==> src/rtl/logic_reducer.sv <==
// Streaming bitwise reducer: folds COUNT operands with AND/OR/XOR/NAND and
// presents the result on a valid/ready handshake.
module logic_reducer #(
  parameter int unsigned WIDTH = 4,
  parameter int unsigned COUNT = 3
) (
  input  logic             clk,
  input  logic             rst,
  input  logic             clr,
  input  logic [1:0]       op,
  input  logic             in_valid,
  output logic             in_ready,
  input  logic [WIDTH-1:0] a,
  output logic             out_valid,
  input  logic             out_ready,
  output logic [WIDTH-1:0] s,
  output logic             busy
);

  localparam int unsigned CW = $clog2(COUNT + 1);

  typedef enum logic [1:0] {
    IDLE = 2'd0,
    ACC  = 2'd1,
    DONE = 2'd2
  } state_e;

  state_e           state_q, state_d;
  logic [WIDTH-1:0] acc_q, acc_d;
  logic [CW-1:0]    cnt_q, cnt_d;
  logic [1:0]       op_q, op_d;
  logic             accept;
  logic [CW-1:0]    cnt_inc;
  logic [WIDTH-1:0] acc_fold;

  // Outputs decode straight from registered state, so reset takes effect
  // on them immediately without waiting for a clock edge.
  assign in_ready  = (state_q != DONE);
  assign out_valid = (state_q == DONE);
  assign busy      = (state_q == ACC);
  assign s         = (op_q == 2'b11) ? ~acc_q : acc_q;

  assign accept  = in_valid && in_ready;
  assign cnt_inc = cnt_q + CW'(1);

  // NAND folds as AND; the inversion is applied only on the output.
  always_comb begin
    acc_fold = acc_q & a;
    case (op_q)
      2'b01:   acc_fold = acc_q | a;
      2'b10:   acc_fold = acc_q ^ a;
      default: acc_fold = acc_q & a;
    endcase
  end

  always_comb begin
    state_d = state_q;
    acc_d   = acc_q;
    cnt_d   = cnt_q;
    op_d    = op_q;
    if (clr) begin
      state_d = IDLE;
      acc_d   = '0;
      cnt_d   = '0;
    end else begin
      case (state_q)
        IDLE: begin
          if (accept) begin
            acc_d   = a;
            op_d    = op;
            cnt_d   = CW'(1);
            state_d = ACC;
          end
        end
        ACC: begin
          if (accept) begin
            acc_d = acc_fold;
            cnt_d = cnt_inc;
            if (cnt_inc == CW'(COUNT)) state_d = DONE;
          end
        end
        DONE: begin
          if (out_ready) begin
            cnt_d   = '0;
            state_d = IDLE;
          end
        end
        default: begin
          state_d = IDLE;
          acc_d   = '0;
          cnt_d   = '0;
        end
      endcase
    end
  end

  always_ff @(posedge clk or posedge rst) begin
    if (rst) begin
      state_q <= IDLE;
      acc_q   <= '0;
      cnt_q   <= '0;
      op_q    <= 2'b00;
    end else begin
      state_q <= state_d;
      acc_q   <= acc_d;
      cnt_q   <= cnt_d;
      op_q    <= op_d;
    end
  end

endmodule

==> config.mk <==
export PLATFORM = sky130hd
export DESIGN_NAME = logic_reducer
export DESIGN_NICKNAME = d
export VERILOG_FILES = /design/src/rtl/logic_reducer.sv
export SDC_FILE = /design/constraint.sdc
export NUM_CORES = 1
export LEC_CHECK = 0
export ABC_AREA = 1
export ABC_CLOCK_PERIOD_IN_PS = 1900
export BUFFER_PORTS_ARGS = -buffer_cell sky130_fd_sc_hd__buf_2
export CORE_MARGIN = 4
export CORE_UTILIZATION = 28
export DETAILED_ROUTE_END_ITERATION = 7
export HOLD_SLACK_MARGIN = 0.12
export PLACE_DENSITY = 0.56
export SETUP_SLACK_MARGIN = 0.15
export SLEW_MARGIN = 10
export SYNTH_ARGS = -nofsm -noshare
export SYNTH_HDL_FRONTEND = slang
export SYNTH_SLANG_ARGS = --single-unit
==> constraint.sdc <==
create_clock -name clk -period 1.9 [get_ports clk]
set_input_delay 0.095 -clock clk [delete_from_list [all_inputs] [get_ports clk]]
set_output_delay 0.095 -clock clk [all_outputs]
set_load 0.03 [all_outputs]
== After elaboration in Yosys (flattened, before gate mapping) ==
Cells that the tools add are included.
Widths: inputs -> output; s select.

* Add/sub/neg operators: 1
* Equal/unequal tests: 12
* Mux-type cells: 15
* Bitwise logic cells: 5
* Reductions and logical operators: 6

{| class="wikitable"
|+ Operators with widths
! kind !! number
|-
| $mux 4 || 4
|-
| $mux 2 || 7
|-
| $pmux 2 s3 || 2
|-
| $pmux 4 s3 || 1
|-
| $ne 3x2->1 const B || 3
|-
| $reduce_and 3->1 || 3
|-
| $eq 2x2->1 const B || 4
|-
| $pmux 4 s2 || 1
|-
| $and 4x4->4 || 1
|-
| $eq 2x1->1 const B || 2
|-
| $ne 2x2->1 const B || 2
|-
| $not 4->4 || 1
|-
| $or 4x4->4 || 1
|-
| $reduce_and 4->1 || 1
|-
| $xor 4x4->4 || 1
|-
| $ne 3x3->1 const B || 1
|-
| $add 2x1->2 const B || 1
|-
| $logic_not 2->1 || 1
|-
| $logic_and 1x1->1 || 1
|-
| $not 1->1 || 1
|}

* Bits in registers: 10
* Input port bits: 11
* Output and inout bits: 7
* Logic and storage cells: 43

== Longest topological paths before layout ==
* Depth in word-level cells: 6
* Depth in mapped cells: 9
* Gate-level depth less buffers: 9

== Worst setup path after synthesis ==
OpenSTA, ideal clock, no wires.

* Path kind: reg-to-output
* Start: register op_q[0]
* End: output port s[0]
* Arrival: 1.145 ns
* Slack: 0.660 ns
* Cell stages (with the launch flop): 3
* Path through: dfrtp_1 > ha_1 > xor2_1

* Longest elaborated chain between the ends: 2

{| class="wikitable"
|+ RTL lines
! element !! RTL line !! text
|-
| start, declared || 31 || <nowiki>logic [1:0] op_q, op_d;</nowiki>
|-
| start signal, assigned || 107 || <nowiki>op_q <= op_d;</nowiki>
|-
| $eq 2x2->1 || 41 || <nowiki>assign s = (op_q == 2'b11) ? ~acc_q : acc_q;</nowiki>
|-
| $mux 4 || 41 ||
|-
| end, declared || 16 || <nowiki>output logic [WIDTH-1:0] s,</nowiki>
|}

Every way passes these cells.

== Final worst setup path ==
* Start: register op_q[1]
* End: output port s[0]

The elaborated chain is that of the path after synthesis.

==> qor.yml <==
synthesis:
  ys_async_sr_fraction_pct: 100
  yosysWarnings: 0
  synth_edf_count: 0
  synthFlopType: "dfrtp_1"
  ys_types: 16
  syn-instance-count: 124
  synth.avg_cell_area_um2: 6.91
  synth_fp_nets: 147
  synthTopCellsByCount: "nand2_1 (40), inv_1 (23), ha_1 (12), nor2_1 (11), dfrtp_1 (10)"
  ys_seq_area_share_pct: 29.2
  synth_area_leaders: "dfrtp_1 (29%), ha_1 (18%), nand2_1 (18%), inv_1 (10%), nor2_1 (4.8%)"
  ys_ff_latch: 10
  synth_most_common_cell: "nand2_1"
  netlist.area_leader.share_pct: 29.2
  yosysTopAreaCell: "dfrtp_1"
  syn_area_um2: 857
grt:
  grt_pass1_wl_um: 3320
  overflow: 0
  met3_usage_pct: 2.49
  grt_util_met2_pct: 16.4
  grt_max_degree: 11
  antenna_found_initial: 0
  grt_pass1_vias: 773
  busiest_layer: "met2"
  grt_usage_pct: 9.98
  met1_usage_pct: 12.7
floorplan:
  fp.dieW_um: 63.3
  ios: 18
  rows: 19
  initial_utilization_pct: 30.3
  core_um2: 2830
  dieArea_um2: 4010
  die_h_um: 63.3
final_layout:
  area_delta_synth_final_pct: 22.2
  final_util_pct: 37.0
  multiInputGateArea_um2: 509
  regArea_um2: 250
  drive_gt1_share_pct: 22.3
  fillCellCount: 305
  diodes: 0
  nets: 172
timing:
  slew_headroom_pct: 73.7
  fin_setup_tns_ps: 0
  rsz0062_at_grt: "false"
  finalSetupViolCount: 0
  max_freq_mhz: 690
  fin_worst_skew_ps: 2.06
  finalMaxSlewViolations: 0
  holdWs_ps: 139
  min_period_ps: 1450
  hold_viol_final: 0
  worst_pin_slew_ps: 395
  fin_crit_sh_pct: 76.3
power:
  p_leak_nw: 0.630
  p_per_area_nw_per_um2: 772
  peakVddDrop_v: 0.000281
  finalPower_mw: 0.809
route:
  drt_iter0_drc: 16
  ant_nets: 0
  first_pass_iters: 3
  via_count: 795
  remaining_drc_errors: 0
  drt-wirelength-per-cell_um: 10.1
  viasPerCell: 4.44
  finalWirelength_um: 1820
run_status:
  outcome: "complete, no violations"
cts:
  cts_buffer_depth: 2
  post_cts_resized: 0
  cts_buffers: 3
  cts-root-buf: "clkbuf_4"
  clk_pin_slew_ps: 70
  cts.htree.levels: 1
  clock_latency_ps: 260
  cts_tree: "yes"
  postCtsSetupRepairBufs: 0
  cts.sinks: 10
worst_setup_path:
  critPathMaxFanout: 4
  worstPathArrival_ps: 1350
  crit_required_ps: 1800
  critPathCaptureType: "output port"
  crit_type: "reg2out"
  critPathLaunchType: "flop"
job:
  maxCapViolCount: 0
hold_path:
  min_path_type: "in2reg"
placed_design:
  gp_congestion: 0.811
  numPortBuffers: 17
  dp.final_hpwl_um: 1570
-- final timing paths --
kind	cells past startpoint	to	slack [ps]	startpoint
hold / removal	4	state_q[1]	140	out_ready
hold reg to reg	2	cnt_q[1]	520	cnt_q[1]
setup / recovery	3	s[0]	450	op_q[1]
min in group asynchronous	3	state_q[0]	350	rst
setup reg to reg	9	acc_q[2]	560	op_q[0]
max in group asynchronous	3	cnt_q[1]	1270	rst
-- report_power, final --
part	leakage, nW	internal [mW]	switching [mW]
clock network	0.0210	0.116	0.0728
registers	0.127	0.237	0.0301
logic	0.482	0.120	0.232
-- kinds of logic (layout without fill, tap and decap cells) --
kind of cell	Yosys count	count (layout)	share of synthesized area [%]
AOI/OAI and AO/OA	5	5	3.36
xor gates and xnor gates	4	4	4.09
adders and majority gates	12	12	17.5
buffers and inverters	26	50	11.4
DFF	10	10	29.2
and+or+nand+nor	67	67	34.5
-- layout by cell type, fill, tap and decap left out, types with 3 or more instances in the layout --
| master | instances |
|---|---|
| dfrtp_1 | 10 |
| buf_2 | 17 |
| nor2_1 | 11 |
| xor2_1 | 4 |
| nand2_1 | 40 |
| clkbuf_4 | 3 |
| inv_1 | 23 |
| ha_1 | 12 |
| nand2_2 | 3 |
| dlygate4sd3_1 | 3 |
| inv_2 | 3 |
| nand3_1 | 7 |
-- cell type report --
class / count / area share, %
Multi-Input combinational cell: 88 / 48.6
Tap cell: 31 / 3.70
Clock buffer: 4 / 3.46
Timing Repair Buffer: 20 / 11.0
Inverter: 26 / 9.32
Sequential cell: 10 / 23.9
-- metrics by stage --
stage | cells | setup WS [ps] | instance area, µm²
after global placement | 172 | 605 | 981
after CTS | 179 | 407 | 1050
after global routing | 179 | 335 | 1050
final | 179 | 451 | 1050
after detailed placement | 172 | 558 | 981
after floorplan | 124 | 660 | 857
-- per-layer routing --
layer / vias up / wire length (µm)
met2: 15 / 827
met1: 357 / 882
met5: - / 0
met3: 2 / 93
met4: 0 / 12
li1: 421 / -
-- worst max-delay path: stages, from the launching register on --
cell	delay [ps]
dfrtp_1	380
ha_1	300
xor2_1	190
buf_2	220
-- flip-flops by register name, indices dropped and copies added (netlist names) --
name and flops:
state_q 2, op_q 2, cnt_q 2, acc_q 4
-- timing repair --
action | 4_1_cts | 5_1_grt
hold buffers | 3 | 0
setup endpoints to repair | 0 | 0
hold endpoints to repair | 12 | 0
(Power assumes the default switching activity.)
